**src/rtl/idli_sqi_rx_m.sv**
```systemverilog
// rtl/idli_sqi_rx_m.sv - SQI read data-phase receiver: nibble assembly into 16-bit words plus output FIFO
//
// Two memories share the read: MEM0 supplies the high nibble of each byte and
// MEM1 the low nibble, half an SCK later. Nibbles therefore alternate lanes
// MEM0, MEM1, MEM0, MEM1 and four of them make one 16-bit word.
//
// Parameters:
//   DEPTH        output FIFO entries, power of two, >= 2
// Ports:
//   i_sqi_gck    clock, all flops on the rising edge
//   i_sqi_rst_n  asynchronous active-low reset
//   i_rx_start   pulse: data phase begins, first MEM0 nibble valid on the next edge
//   i_rx_stop    pulse: data phase ends, any partial word is discarded
//   i_sqi_sio    nibble inputs, [0] = MEM0 (high nibbles), [1] = MEM1 (low nibbles)
//   o_rx_data    head FIFO word (holds the last popped word while empty)
//   o_rx_valid   head word valid
//   i_rx_ready   consumer accepts the head word when valid
//   o_rx_busy    high while in the DATA state
//   o_rx_ovf     sticky overflow flag
// Configuration:
//   IDLI_SQI_RX_OVF_EN  when defined, o_rx_ovf is set on a dropped word and held
//                       until reset or the next accepted start; otherwise tied 0

module idli_sqi_rx_m #(
    parameter  int DEPTH   = 2,
    localparam int SQI_NUM = 2,
    localparam int AW      = $clog2(DEPTH),
    localparam int CW      = AW + 1
) (
    input  logic                    i_sqi_gck,
    input  logic                    i_sqi_rst_n,
    input  logic                    i_rx_start,
    input  logic                    i_rx_stop,
    input  logic [SQI_NUM-1:0][3:0] i_sqi_sio,
    output logic [15:0]             o_rx_data,
    output logic                    o_rx_valid,
    input  logic                    i_rx_ready,
    output logic                    o_rx_busy,
    output logic                    o_rx_ovf
);

    typedef enum logic [0:0] {
        ST_IDLE = 1'b0,
        ST_DATA = 1'b1
    } state_t;

    state_t        state_q, state_d;
    logic [1:0]    nib_q, nib_d;
    logic [11:0]   word_q, word_d;
    logic [3:0]    nib_cur;
    logic          push;
    logic [15:0]   push_word;

    logic [15:0]   mem_q [DEPTH];
    logic [AW-1:0] wr_ptr_q, wr_ptr_d;
    logic [AW-1:0] rd_ptr_q, rd_ptr_d;
    logic [AW-1:0] rd_idx;
    logic [CW-1:0] count_q, count_d;
    logic          full;
    logic          pop;
    logic          wr_en;

    // Even nibbles come from MEM0, odd nibbles from MEM1.
    assign nib_cur   = i_sqi_sio[nib_q[0]];
    assign push_word = {word_q, nib_cur};

    // ------------------------------------------------------------------
    // Data-phase FSM and nibble assembly
    // ------------------------------------------------------------------
    always_comb begin
        state_d = state_q;
        nib_d   = nib_q;
        word_d  = word_q;
        push    = 1'b0;
        if (i_rx_stop) begin
            // Stop wins over a simultaneous start.
            state_d = ST_IDLE;
            nib_d   = 2'd0;
        end else if (i_rx_start) begin
            // Start (or restart) edge does not sample; the partial word is
            // abandoned simply by clearing the nibble counter.
            state_d = ST_DATA;
            nib_d   = 2'd0;
        end else if (state_q == ST_DATA) begin
            nib_d  = nib_q + 2'd1;
            word_d = {word_q[7:0], nib_cur};
            push   = (nib_q == 2'd3);
        end
    end

    always_ff @(posedge i_sqi_gck or negedge i_sqi_rst_n) begin
        if (!i_sqi_rst_n) begin
            state_q <= ST_IDLE;
            nib_q   <= 2'd0;
        end else begin
            state_q <= state_d;
            nib_q   <= nib_d;
        end
    end

    // The shift register only ever holds nibbles collected since the last
    // start, so it needs no reset.
    always_ff @(posedge i_sqi_gck) begin
        word_q <= word_d;
    end

    // ------------------------------------------------------------------
    // Output FIFO
    // ------------------------------------------------------------------
    assign full       = (count_q == CW'(DEPTH));
    assign o_rx_valid = (count_q != '0);
    assign pop        = o_rx_valid && i_rx_ready;
    // A pop frees a slot in the same edge, so a push into a full FIFO with a
    // concurrent pop still lands. Without a pop the word is lost because the
    // memories cannot be stalled.
    assign wr_en      = push && (!full || pop);

    always_comb begin
        wr_ptr_d = wr_ptr_q;
        rd_ptr_d = rd_ptr_q;
        count_d  = count_q;
        if (wr_en) begin
            wr_ptr_d = wr_ptr_q + AW'(1);
        end
        if (pop) begin
            rd_ptr_d = rd_ptr_q + AW'(1);
        end
        case ({wr_en, pop})
            2'b10:   count_d = count_q + CW'(1);
            2'b01:   count_d = count_q - CW'(1);
            default: count_d = count_q;
        endcase
    end

    always_ff @(posedge i_sqi_gck or negedge i_sqi_rst_n) begin
        if (!i_sqi_rst_n) begin
            wr_ptr_q <= '0;
            rd_ptr_q <= '0;
            count_q  <= '0;
        end else begin
            wr_ptr_q <= wr_ptr_d;
            rd_ptr_q <= rd_ptr_d;
            count_q  <= count_d;
        end
    end

    always_ff @(posedge i_sqi_gck) begin
        if (wr_en) begin
            mem_q[wr_ptr_q] <= push_word;
        end
    end

    // When empty, point one slot back so the output shows the last word
    // popped; that slot cannot have been rewritten while the FIFO is empty.
    assign rd_idx    = o_rx_valid ? rd_ptr_q : (rd_ptr_q - AW'(1));
    assign o_rx_data = mem_q[rd_idx];

    assign o_rx_busy = (state_q == ST_DATA);

    // ------------------------------------------------------------------
    // Overflow flag
    // ------------------------------------------------------------------
`ifdef IDLI_SQI_RX_OVF_EN
    logic ovf_q, ovf_d;
    logic drop;

    assign drop = push && full && !pop;

    always_comb begin
        ovf_d = ovf_q;
        if (i_rx_start && !i_rx_stop) begin
            ovf_d = 1'b0;
        end else if (drop) begin
            ovf_d = 1'b1;
        end
    end

    always_ff @(posedge i_sqi_gck or negedge i_sqi_rst_n) begin
        if (!i_sqi_rst_n) begin
            ovf_q <= 1'b0;
        end else begin
            ovf_q <= ovf_d;
        end
    end

    assign o_rx_ovf = ovf_q;
`else
    assign o_rx_ovf = 1'b0;
`endif

endmodule

```
**config.mk**
```make
export PLATFORM = sky130hd
export DESIGN_NAME = idli_sqi_rx_m
export DESIGN_NICKNAME = d
export VERILOG_FILES = /design/src/rtl/idli_sqi_rx_m.sv
export SDC_FILE = /design/constraint.sdc
export NUM_CORES = 1
export LEC_CHECK = 0
export BUFFER_PORTS_ARGS = -buffer_cell sky130_fd_sc_hd__buf_2
export CAP_MARGIN = 20
export CORE_ASPECT_RATIO = 1.2
export CORE_MARGIN = 3
export CORE_UTILIZATION = 45
export CTS_CLUSTER_DIAMETER = 120
export DETAILED_ROUTE_END_ITERATION = 16
export GPL_ROUTABILITY_DRIVEN = 1
export PLACE_DENSITY_LB_ADDON = 0.3
export SLEW_MARGIN = 20
export SYNTH_ARGS = -nofsm -noshare
export SYNTH_HDL_FRONTEND = slang
export SYNTH_SLANG_ARGS = --single-unit
```
**constraint.sdc**
```tcl
create_clock -name i_sqi_gck -period 4.6 [get_ports i_sqi_gck]
set_input_delay 0.69 -clock i_sqi_gck [delete_from_list [all_inputs] [get_ports i_sqi_gck]]
set_output_delay 0.69 -clock i_sqi_gck [all_outputs]
set_load 0.01 [all_outputs]
```
==> results_dict.tcl, run 1 <==
set metrics [dict create \
    die_w_um 67 \
    yosysWarnings 0 \
    leakage_nw 0.8755 \
    synth_top_area_share 0.6575 \
    drtPass1Iterations 2 \
    drc 0 \
    postCtsSetupBuffers 0 \
    path_cells "nor2_4, xnor2_4, mux2_2, buf_2" \
    cts_max_path_buffers 2 \
    endpoint_kind "primary output" \
    grt_use_total 0.1201 \
    slew_headroom 0.3414 \
    p_per_area_nw_per_um2 334.2 \
    fin_nets 151 \
    grt_pass1_wl_um 4547 \
    num_vias 924 \
    layout_common_cells "edfxtp_1, buf_2, mux2_4, mux2_2, dfrtp_1" \
    period_share 0.5884 \
    synth.avg_cell_area_um2 19.90 \
    routed_wl_um 2847 \
    dp.cells 186 \
    ant_nets 0 \
    r2r-start "nib_q[0]$_DFFE_PN0P_" \
    postSynthCellCount 101 \
    ir_drop_mv 0.2073 \
    crit_type "reg2out" \
    post-place-ws_ns 2.051 \
    antenna_found_initial 0 \
    yosysSeqAreaShare 0.7447 \
    grt_pass1_vias 916 \
    cts_made_buffers 5 \
    drive_gt1_frac 0.4710 \
    cts_tree "done" \
    via_per_inst 4.763 \
    grt_max_degree 17 \
    fmax_mhz 369.5 \
    die_height_um 79.20 \
    drt-wirelength-per-cell_um 14.68 \
    cpPeakStageDelay_ns 0.56 \
    design.core.area_um2 4294 \
    startpoint_type "register" \
    synth_area_leaders "edfxtp_1, dfrtp_1, mux2_4, mux2_2, xnor2_4" \
    min_period_ns 2.707 \
    startpoint "count_q[0]$_DFFE_PN0P_" \
    cts_resized 0 \
    timing.hold.ws_ns 0.2055 \
    outcome "complete, no violations" \
    clock_sinks 51 \
    drtIter0Drc 28 \
    required_ns 3.91 \
    dp_hpwl_um 1881 \
    postCtsHoldBufs 0 \
    n_antenna_cell 0 \
    die-area_um2 5306 \
    ios 32 \
    clk_latency_ns 0.30 \
    h-tree-depth 2 \
    grt_overflow 0 \
    critPathSlowestCell "xnor2_4" \
    yosys.area.top_type "edfxtp_1" \
    tightest_slew_ns 0.9835 \
    finalMaxSlewViolations 0 \
    skew_ns 0.003072 \
    area_growth_pct 14.82 \
    cap_viol_max_count 0 \
    hold_viol_final 0 \
    fin_tns_setup_ns 0 \
    fin_total_pwr_mw 0.7712 \
    gp_congestion 0.7030 \
    holdCritPathClass "in2async" \
    syn_nets 115 \
    final_cells 194 \
    port_buffers 30 \
    cts_root_buf "clkbuf_8" \
    setup_viol_count_final 0 \
    layout_commonest_cell "edfxtp_1" \
    reg2reg_slack_ns 2.30 \
    layout_setup_ws_ns 1.893 \
    rows 26 \
    ys_ff_latch 51 \
    yosysUniqueCellTypes 26 \
    grt_setup_unrepaired "false" \
    start_util 0.4679 \
    cp.arrival_ns 2.02 \
    synth_area_um2 2009 \
    path_max_fanout 16 \
    clk_pin_slew_ns 0.08 \
]
==> cells in the mapped netlist, drive strengths merged <==
master	instances
a211oi	1
a21boi	1
a21oi	1
a221o	1
and2	1
and4	1
and4bb	1
buf	2
conb	1
dfrtp	7
edfxtp	44
ha	1
inv	2
mux2	21
mux2i	1
nor2	3
nor2b	2
nor3	2
nor3b	2
o21ai	2
xnor2	3
xor2	1
==> state kept, by name, indices dropped and copies added (netlist names) <==
register and count:
mem_q 32, rd_ptr_q 1, wr_ptr_q 1, count_q 2
word_q 12, nib_q 2, o_rx_busy 1
==> path summary, 6_finish.rpt <==
| path | endpoint | cells past startpoint |
|---|---|---|
| max | o_rx_data[0] | 4 |
| min | count_q[1]$_DFFE_PN0P_ | 1 |
| max reg2reg | mem_q[1][7]$_DFFE_PP_ | 4 |
| min reg2reg | mem_q[0][12]$_DFFE_PP_ | 0 |
| max in group asynchronous | nib_q[0]$_DFFE_PN0P_ | 1 |
| min in group i_sqi_gck | mem_q[0][12]$_DFFE_PP_ | 0 |
==> layout make-up <==
| type | instances | area, µm² |
|---|---|---|
| sequential | 51 | 1496 |
| tap | 56 | 70.07 |
| inverter | 2 | 7.507 |
| clock inverter | 3 | 15.01 |
| fill | 377 | 1987 |
| clock buffer | 5 | 68.82 |
| multi-input combinational | 46 | 491.7 |
| timing repair buffer | 31 | 157.7 |
==> through the flow <==
step,util,instance area (µm²)
after CTS,0.5373,2307
final,0.5373,2307
after global placement,0.5178,2223
after global routing,0.5373,2307
after detailed placement,0.5178,2223
after floorplan,-,2009
==> metal layers <==
metal	vias up	track usage	wire, µm
li1	457	-	-
met1	432	0.1315	1154
met2	28	0.2016	1440
met3	7	0.04243	187
met4	0	0.06085	65
met5	-	0	0
==> where the power goes <==
part | leakage (nW) | switching (mW) | total (mW) | internal [mW]
clock network | 0.0477 | 0.137 | 0.241 | 0.104
logic | 0.335 | 0.0109 | 0.0222 | 0.0113
registers | 0.493 | 0.00392 | 0.508 | 0.504
total | 0.875 | 0.152 | 0.771 | 0.619
==> worst max-delay path, delay by kind of cell (launching register included) <==
family	cells	cell delay, ns
DFF	1	0.50
muxes	1	0.40
and+or+nand+nor	1	0.10
buffers and inverters	1	0.14
xor gates and xnor gates	1	0.56
==> kinds of logic after synthesis <==
family | after synthesis | share of synthesized area
mux | 22 | 0.1432
flops | 51 | 0.7447
other cells | 1 | 0.001866
simple gates | 12 | 0.04421
compound gates | 6 | 0.01993
buf+inv | 4 | 0.01308
xor+xnor | 4 | 0.02678
fa+ha+maj | 1 | 0.006226
(Power assumes the default switching activity.)
==> run 2: changes to the inputs <==
--- a/config.mk
+++ b/config.mk
@@ -5,6 +5,7 @@
 export SDC_FILE = /design/constraint.sdc
 export NUM_CORES = 1
 export LEC_CHECK = 0
+export ABC_AREA = 1
 export BUFFER_PORTS_ARGS = -buffer_cell sky130_fd_sc_hd__buf_2
 export CAP_MARGIN = 20
 export CORE_ASPECT_RATIO = 1.2
==> constraint.sdc (replaced) <==
create_clock -name i_sqi_gck -period 2.75 [get_ports i_sqi_gck]
set_input_delay 0.4125 -clock i_sqi_gck [delete_from_list [all_inputs] [get_ports i_sqi_gck]]
set_output_delay 0.4125 -clock i_sqi_gck [all_outputs]
set_load 0.01 [all_outputs]
==> results_dict.tcl, run 2 <==
set metrics [dict create \
    outcome "complete, no violations" \
    leakage_nw 0.9990 \
    multi_input_area_um2 415.4 \
    yosysUniqueCellTypes 19 \
    synthMostInstantiatedCell "edfxtp_1" \
    rows 26 \
    dp.cells 247 \
    startpoint_type "register" \
    gp_congestion 0.7154 \
    path_max_fanout 18 \
    drive_gt1_frac 0.2650 \
    num_vias 1188 \
    path_buf_inv 2 \
    synth_edf_count 44 \
    cts_made_buffers 5 \
    fin_total_pwr_mw 1.997 \
    holdCritPathClass "in2reg" \
    routed_wl_um 3159 \
    final_cells 256 \
    cts_root_buf "clkbuf_8" \
    grt_overflow 0 \
    skew_ns 0.003805 \
    clkPwrFrac 0.201 \
    path_cells "nor2_4, xor2_4, buf_4, nand2_1, o21ai_0, buf_2" \
    ant_nets 0 \
    synth_adder_area_share 0.006101 \
    reg_top3 "mem_q (32), word_q (12)" \
    synth_area_leaders "edfxtp_1, dfrtp_1, nand2_1, inv_1, o21ai_2" \
    postSynthCellCount 160 \
    synth_mux_area_frac 0 \
    fin_util 0.5460 \
    hold_viol_final 0 \
    endpoint_kind "primary output" \
    ios 32 \
    synth-simple-area-share 0.1086 \
    crit_path_end "o_rx_data[0]" \
    largest_register_ffs 32 \
    slew_headroom 0.6417 \
    clk_latency_ns 0.29 \
    pwr-share-comb 0.353 \
    start_util 0.4740 \
    cts_max_path_buffers 2 \
    synth_compound_area_frac 0.06406 \
    dp_hpwl_um 2333 \
    max_flop_register "mem_q" \
    grt_setup_unrepaired "false" \
    startpoint "count_q[0]$_DFFE_PN0P_" \
    min_period_ns 2.372 \
    yosys.area_share.xor_xnor 0.02196 \
    grt_use_met1 0.1507 \
    busiest_layer "met2" \
    ys.flop_type "edfxtp_1" \
    required_ns 2.34 \
    cp.arrival_ns 1.96 \
    r2r_cells 6 \
    grt_max_degree 19 \
    layout_common_cells "edfxtp_1, nand2_1, buf_2, inv_1, o21ai_0" \
    ys_async_sr_fraction 0.1373 \
    p_per_area_nw_per_um2 845.4 \
    r2r-start "nib_q[0]$_DFFE_PN0P_" \
    critPathSlowestCell "dfrtp_1" \
    timing.hold.ws_ns 0.3581 \
    n_antenna_cell 0 \
    h-tree-depth 2 \
    sw_frac_of_total 0.3450 \
    crit_cells 6 \
    ys_ff_latch 51 \
    drt-wirelength-per-cell_um 12.34 \
    synth_top_area_share 0.6443 \
    synth_top_family_by_area "simple AND/OR/NAND/NOR gates" \
    die-area_um2 5407 \
    grt_use_total 0.1314 \
    p_int_mw 1.308 \
    die_height_um 79.95 \
    p_switching_mw 0.6889 \
    via_per_inst 4.641 \
    r2r-end "mem_q[1][11]$_DFFE_PP_" \
    period_share 0.8627 \
    drtPass1Iterations 4 \
    fin_tns_setup_ns 0 \
    syn_nets 174 \
    tightest_slew_ns 0.5369 \
    area_growth_pct 15.19 \
    crit_type "reg2out" \
    reg2reg_slack_ns 0.76 \
    synth.avg_cell_area_um2 12.82 \
    synth_area_um2 2051 \
    ir_drop_mv 0.4679 \
    grt_pass1_vias 1109 \
    drc 0 \
    layout_commonest_cell "edfxtp_1" \
    grt.met3_usage 0.04225 \
    fin_nets 213 \
    pwr-share-seq 0.446 \
    finalMaxSlewViolations 0 \
    cts_tree "done" \
    antenna_found_initial 0 \
    port_buffers 30 \
    yosys.area.top_type "edfxtp_1" \
    seqCellArea_um2 1496 \
    fmax_mhz 421.5 \
    cap_viol_max_count 0 \
    grt_pass1_wl_um 5106 \
    yosysSeqAreaShare 0.7297 \
    design.core.area_um2 4327 \
    yosysWarnings 0 \
    synth_common_cells "edfxtp_1, nand2_1, inv_1" \
    use_met2 0.2240 \
    cpPeakStageDelay_ns 0.46 \
    clock_sinks 51 \
    clk_pin_slew_ns 0.08 \
    die_w_um 67.63 \
    crit_family "flip-flops" \
    setup_viol_count_final 0 \
    drtIter0Drc 47 \
    n_fill_cell 373 \
]
==> run 2: cell type report <==
cell class | instances | area share
clock buffer | 6 | 0.03072
clock inverter | 2 | 0.005297
inverter | 26 | 0.04131
multi-input combinational | 79 | 0.1758
sequential | 51 | 0.6335
tap | 56 | 0.02966
timing repair buffer | 36 | 0.08369
==> run 2: worst min-delay path by stage <==
stage,depth (start not counted),end,startpoint
after global placement,1,count_q[1]$_DFFE_PN0P_,i_sqi_rst_n
after floorplan,0,count_q[0]$_DFFE_PN0P_,i_sqi_rst_n
final,2,o_rx_busy$_DFFE_PN0P_,i_rx_stop
after detailed placement,1,nib_q[1]$_DFFE_PN0P_,i_sqi_rst_n
after global routing,2,o_rx_busy$_DFFE_PN0P_,i_rx_stop
after CTS,2,o_rx_busy$_DFFE_PN0P_,i_rx_stop
==> run 2: layer usage <==
layer | wire [µm] | up-vias
li1 | - | 599
met3 | 153 | 8
met4 | 61 | 0
met1 | 1293 | 550
met5 | 0 | -
met2 | 1651 | 31
==> run 2: logic make-up after synthesis <==
logic type,count (synthesis)
xor+xnor,3
flops,51
fa+ha+maj,1
buf+inv,30
compound gates,20
other cells,1
simple gates,54
==> run 2: power by group through the flow <==
stage / Clock (mW) / Combinational, mW / Sequential (mW)
final: 0.401 / 0.706 / 0.890
after global routing: 0.459 / 0.795 / 0.896
after CTS: 0.414 / 0.726 / 0.890
after detailed placement: 0 / 0.723 / 0.907
after global placement: 0 / 0.710 / 0.905
after floorplan: 0 / 0.545 / 0.902
==> run 2: per-stage QoR <==
| stage | instance area (µm²) | setup slack, ns |
|---|---|---|
| 4_1_cts | 2362 | 0.3263 |
| 2_1_floorplan | 2051 | 0.5964 |
| 3_5_place_dp | 2267 | 0.6662 |
| 5_1_grt | 2362 | 0.1725 |
| 3_3_place_gp | 2267 | 0.7098 |
| 6_report | 2362 | 0.3777 |
==> run 2: repair_timing <==
item                                   4_1_cts  5_1_grt
buffers inserted                             0        0
gates resized for setup                      0        0
hold buffers                                 1        0
endpoints found under the hold margin        7        0
==> run 3: changes to the inputs <==
--- a/config.mk
+++ b/config.mk
@@ -6,15 +6,16 @@
 export NUM_CORES = 1
 export LEC_CHECK = 0
 export ABC_AREA = 1
-export BUFFER_PORTS_ARGS = -buffer_cell sky130_fd_sc_hd__buf_2
 export CAP_MARGIN = 20
 export CORE_ASPECT_RATIO = 1.2
 export CORE_MARGIN = 3
 export CORE_UTILIZATION = 45
 export CTS_CLUSTER_DIAMETER = 120
 export DETAILED_ROUTE_END_ITERATION = 16
+export DONT_BUFFER_PORTS = 1
 export GPL_ROUTABILITY_DRIVEN = 1
 export PLACE_DENSITY_LB_ADDON = 0.3
+export REMOVE_ABC_BUFFERS = 1
 export SLEW_MARGIN = 20
 export SYNTH_ARGS = -nofsm -noshare
 export SYNTH_HDL_FRONTEND = slang
==> constraint.sdc (replaced) <==
create_clock -name i_sqi_gck -period 2.89 [get_ports i_sqi_gck]
set_input_delay 0.4335 -clock i_sqi_gck [delete_from_list [all_inputs] [get_ports i_sqi_gck]]
set_output_delay 0.4335 -clock i_sqi_gck [all_outputs]
set_load 0.01 [all_outputs]
==> results_dict.tcl, run 3 (same netlist as run 2, synthesis figures left out) <==
set metrics [dict create \
    leakage_nw 0.8707 \
    drt-met1-wl_um 1190 \
    cts_root_buf "clkbuf_8" \
    grt_setup_unrepaired "false" \
    route.met3.wl_um 228 \
    drt-wirelength-per-cell_um 13.07 \
    clk_pin_slew_ns 0.08 \
    dp_hpwl_um 2049 \
    hold_viol_final 0 \
    n_antenna_cell 0 \
    path_buf_inv 0 \
    design.core.area_um2 4327 \
    crit_cells 3 \
    routed_wl_um 2940 \
    period_share 0.8261 \
    gp_congestion 0.6938 \
    cts_made_buffers 5 \
    layout_commonest_cell "edfxtp_1" \
    drc 0 \
    drtPass1Iterations 4 \
    holdCritPathClass "in2reg" \
    finalMaxSlewViolations 0 \
    die_w_um 67.63 \
    cp.arrival_ns 1.95 \
    clkPwrFrac 0.215 \
    required_ns 2.46 \
    grt_overflow 0 \
    min_period_ns 2.387 \
    grt_pass1_wl_um 4885 \
    area_growth_pct 7.261 \
    wl_met2_um 1468 \
    fin_tns_setup_ns 0 \
    r2r-start "nib_q[0]$_DFFE_PN0P_" \
    via_per_inst 4.796 \
    fin_nets 182 \
    drtIter0Drc 50 \
    drive_gt1_frac 0.1183 \
    h-tree-depth 2 \
    r2r_cells 6 \
    start_util 0.4740 \
    path_cells "nor2_4, xor2_4, o21ai_0" \
    die_height_um 79.95 \
    fmax_mhz 418.9 \
    ir_drop_mv 0.4020 \
    setup_viol_count_final 0 \
    clk_latency_ns 0.29 \
    rows 26 \
    pwr-share-seq 0.486 \
    crit_family "XOR/XNOR gates" \
    reg2reg_slack_ns 0.93 \
    grt_pass1_vias 1079 \
    cts_tree "done" \
    die-area_um2 5407 \
    startpoint_type "register" \
    r2r-end "mem_q[0][5]$_DFFE_PP_" \
    port_buffers 0 \
    post-place-ws_ns 0.7890 \
    top_layer_used "met4" \
    crit_type "reg2out" \
    reg_top3 "mem_q (32), word_q (12)" \
    fin_util 0.5084 \
    worstHoldEndpoint "o_rx_busy$_DFFE_PN0P_" \
    largest_register_ffs 32 \
    hold_depth 1 \
    grt_max_degree 32 \
    sw_frac_of_total 0.3557 \
    cap_viol_max_count 0 \
    slew_headroom 0.4924 \
    ant_nets 0 \
    endpoint_kind "primary output" \
    p_int_mw 1.124 \
    p_switching_mw 0.6207 \
    clock_sinks 51 \
    ios 32 \
    layout_setup_ws_ns 0.5026 \
    path_max_fanout 31 \
    pwr-share-comb 0.298 \
    antenna_found_initial 0 \
    max_flop_register "mem_q" \
    min_from "i_rx_stop" \
    outcome "complete, no violations" \
    cpPeakStageDelay_ns 0.63 \
    grt_use_total 0.1246 \
    p_per_area_nw_per_um2 793.2 \
    num_vias 1079 \
    skew_ns 0.005441 \
    critPathSlowestCell "xor2_4" \
    layout_common_cells "edfxtp_1, nand2_1, inv_1, o21ai_0, o21ai_2" \
    tightest_slew_ns 0.7602 \
    cts_max_path_buffers 2 \
    cts_resized 0 \
]
-- run 3: changes by cell type in the layout (fill, tap and decap cells not counted) --
cell / previous run / this run
buf_4: 5 / 4
clkinv_2: 1 / 0
buf_2: 30 / 0
clkinv_1: 0 / 2
clkinvlp_4: 1 / 0
-- run 3: final cells by class --
class,count,area [µm²]
clock inverter,2,7.507
tap,56,70.07
timing repair buffer,5,40.04
inverter,26,97.59
sequential,51,1496
clock buffer,6,72.57
fill,387,2127
multi-input combinational,79,415.4
-- run 3: per-stage QoR --
stage | hold WS, ns | std cells | area (µm²) | total power, mW
final | 0.2389 | 225 | 2200 | 1.745
after global routing | 0.2519 | 225 | 2200 | 1.862
after CTS | 0.2295 | 225 | 2200 | 1.778
after detailed placement | 0.1382 | 216 | 2110 | 1.401
after global placement | 0.1381 | 216 | 2110 | 1.386
after floorplan | 0.1379 | 156 | 2009 | 1.283
-- run 3: worst reg2reg max path, cell delays in order (launching register included) --
cell,delay (ns)
dfrtp_1,0.48
ha_1,0.23
nand2_1,0.06
nor3_1,0.36
o21ai_2,0.15
nor2_1,0.11
buf_4,0.26
-- run 3: worst max path at each step --
stage,startpoint,end,slack (ns)
finish,count_q[0]$_DFFE_PN0P_,o_rx_data[0],0.50
global placement,count_q[0]$_DFFE_PN0P_,o_rx_data[0],0.84
CTS,count_q[0]$_DFFE_PN0P_,o_rx_data[0],0.45
detailed placement,count_q[0]$_DFFE_PN0P_,o_rx_data[0],0.79
floorplan,nib_q[0]$_DFFE_PN0P_,mem_q[1][0]$_DFFE_PP_,0.74
global route,count_q[0]$_DFFE_PN0P_,o_rx_data[0],0.30
-- run 3: what timing repair did --
item | in CTS | in global routing
hold buffers | 1 | 0
buffers inserted | 0 | 0
endpoints found under the hold margin | 7 | 0
-- run 3: layer usage --
metal / vias up / GRT usage
met5: - / 0
met1: 494 / 0.1377
met3: 8 / 0.04789
met2: 35 / 0.2103
li1: 542 / -
met4: 0 / 0.05071
-- run 3: power by group through the flow --
stage | sequential (mW) | combinational [mW] | clock, mW
2_1_floorplan | 0.858 | 0.425 | 0
3_3_place_gp | 0.861 | 0.525 | 0
4_1_cts | 0.848 | 0.539 | 0.390
6_report | 0.849 | 0.520 | 0.376
3_5_place_dp | 0.865 | 0.537 | 0
5_1_grt | 0.852 | 0.595 | 0.416
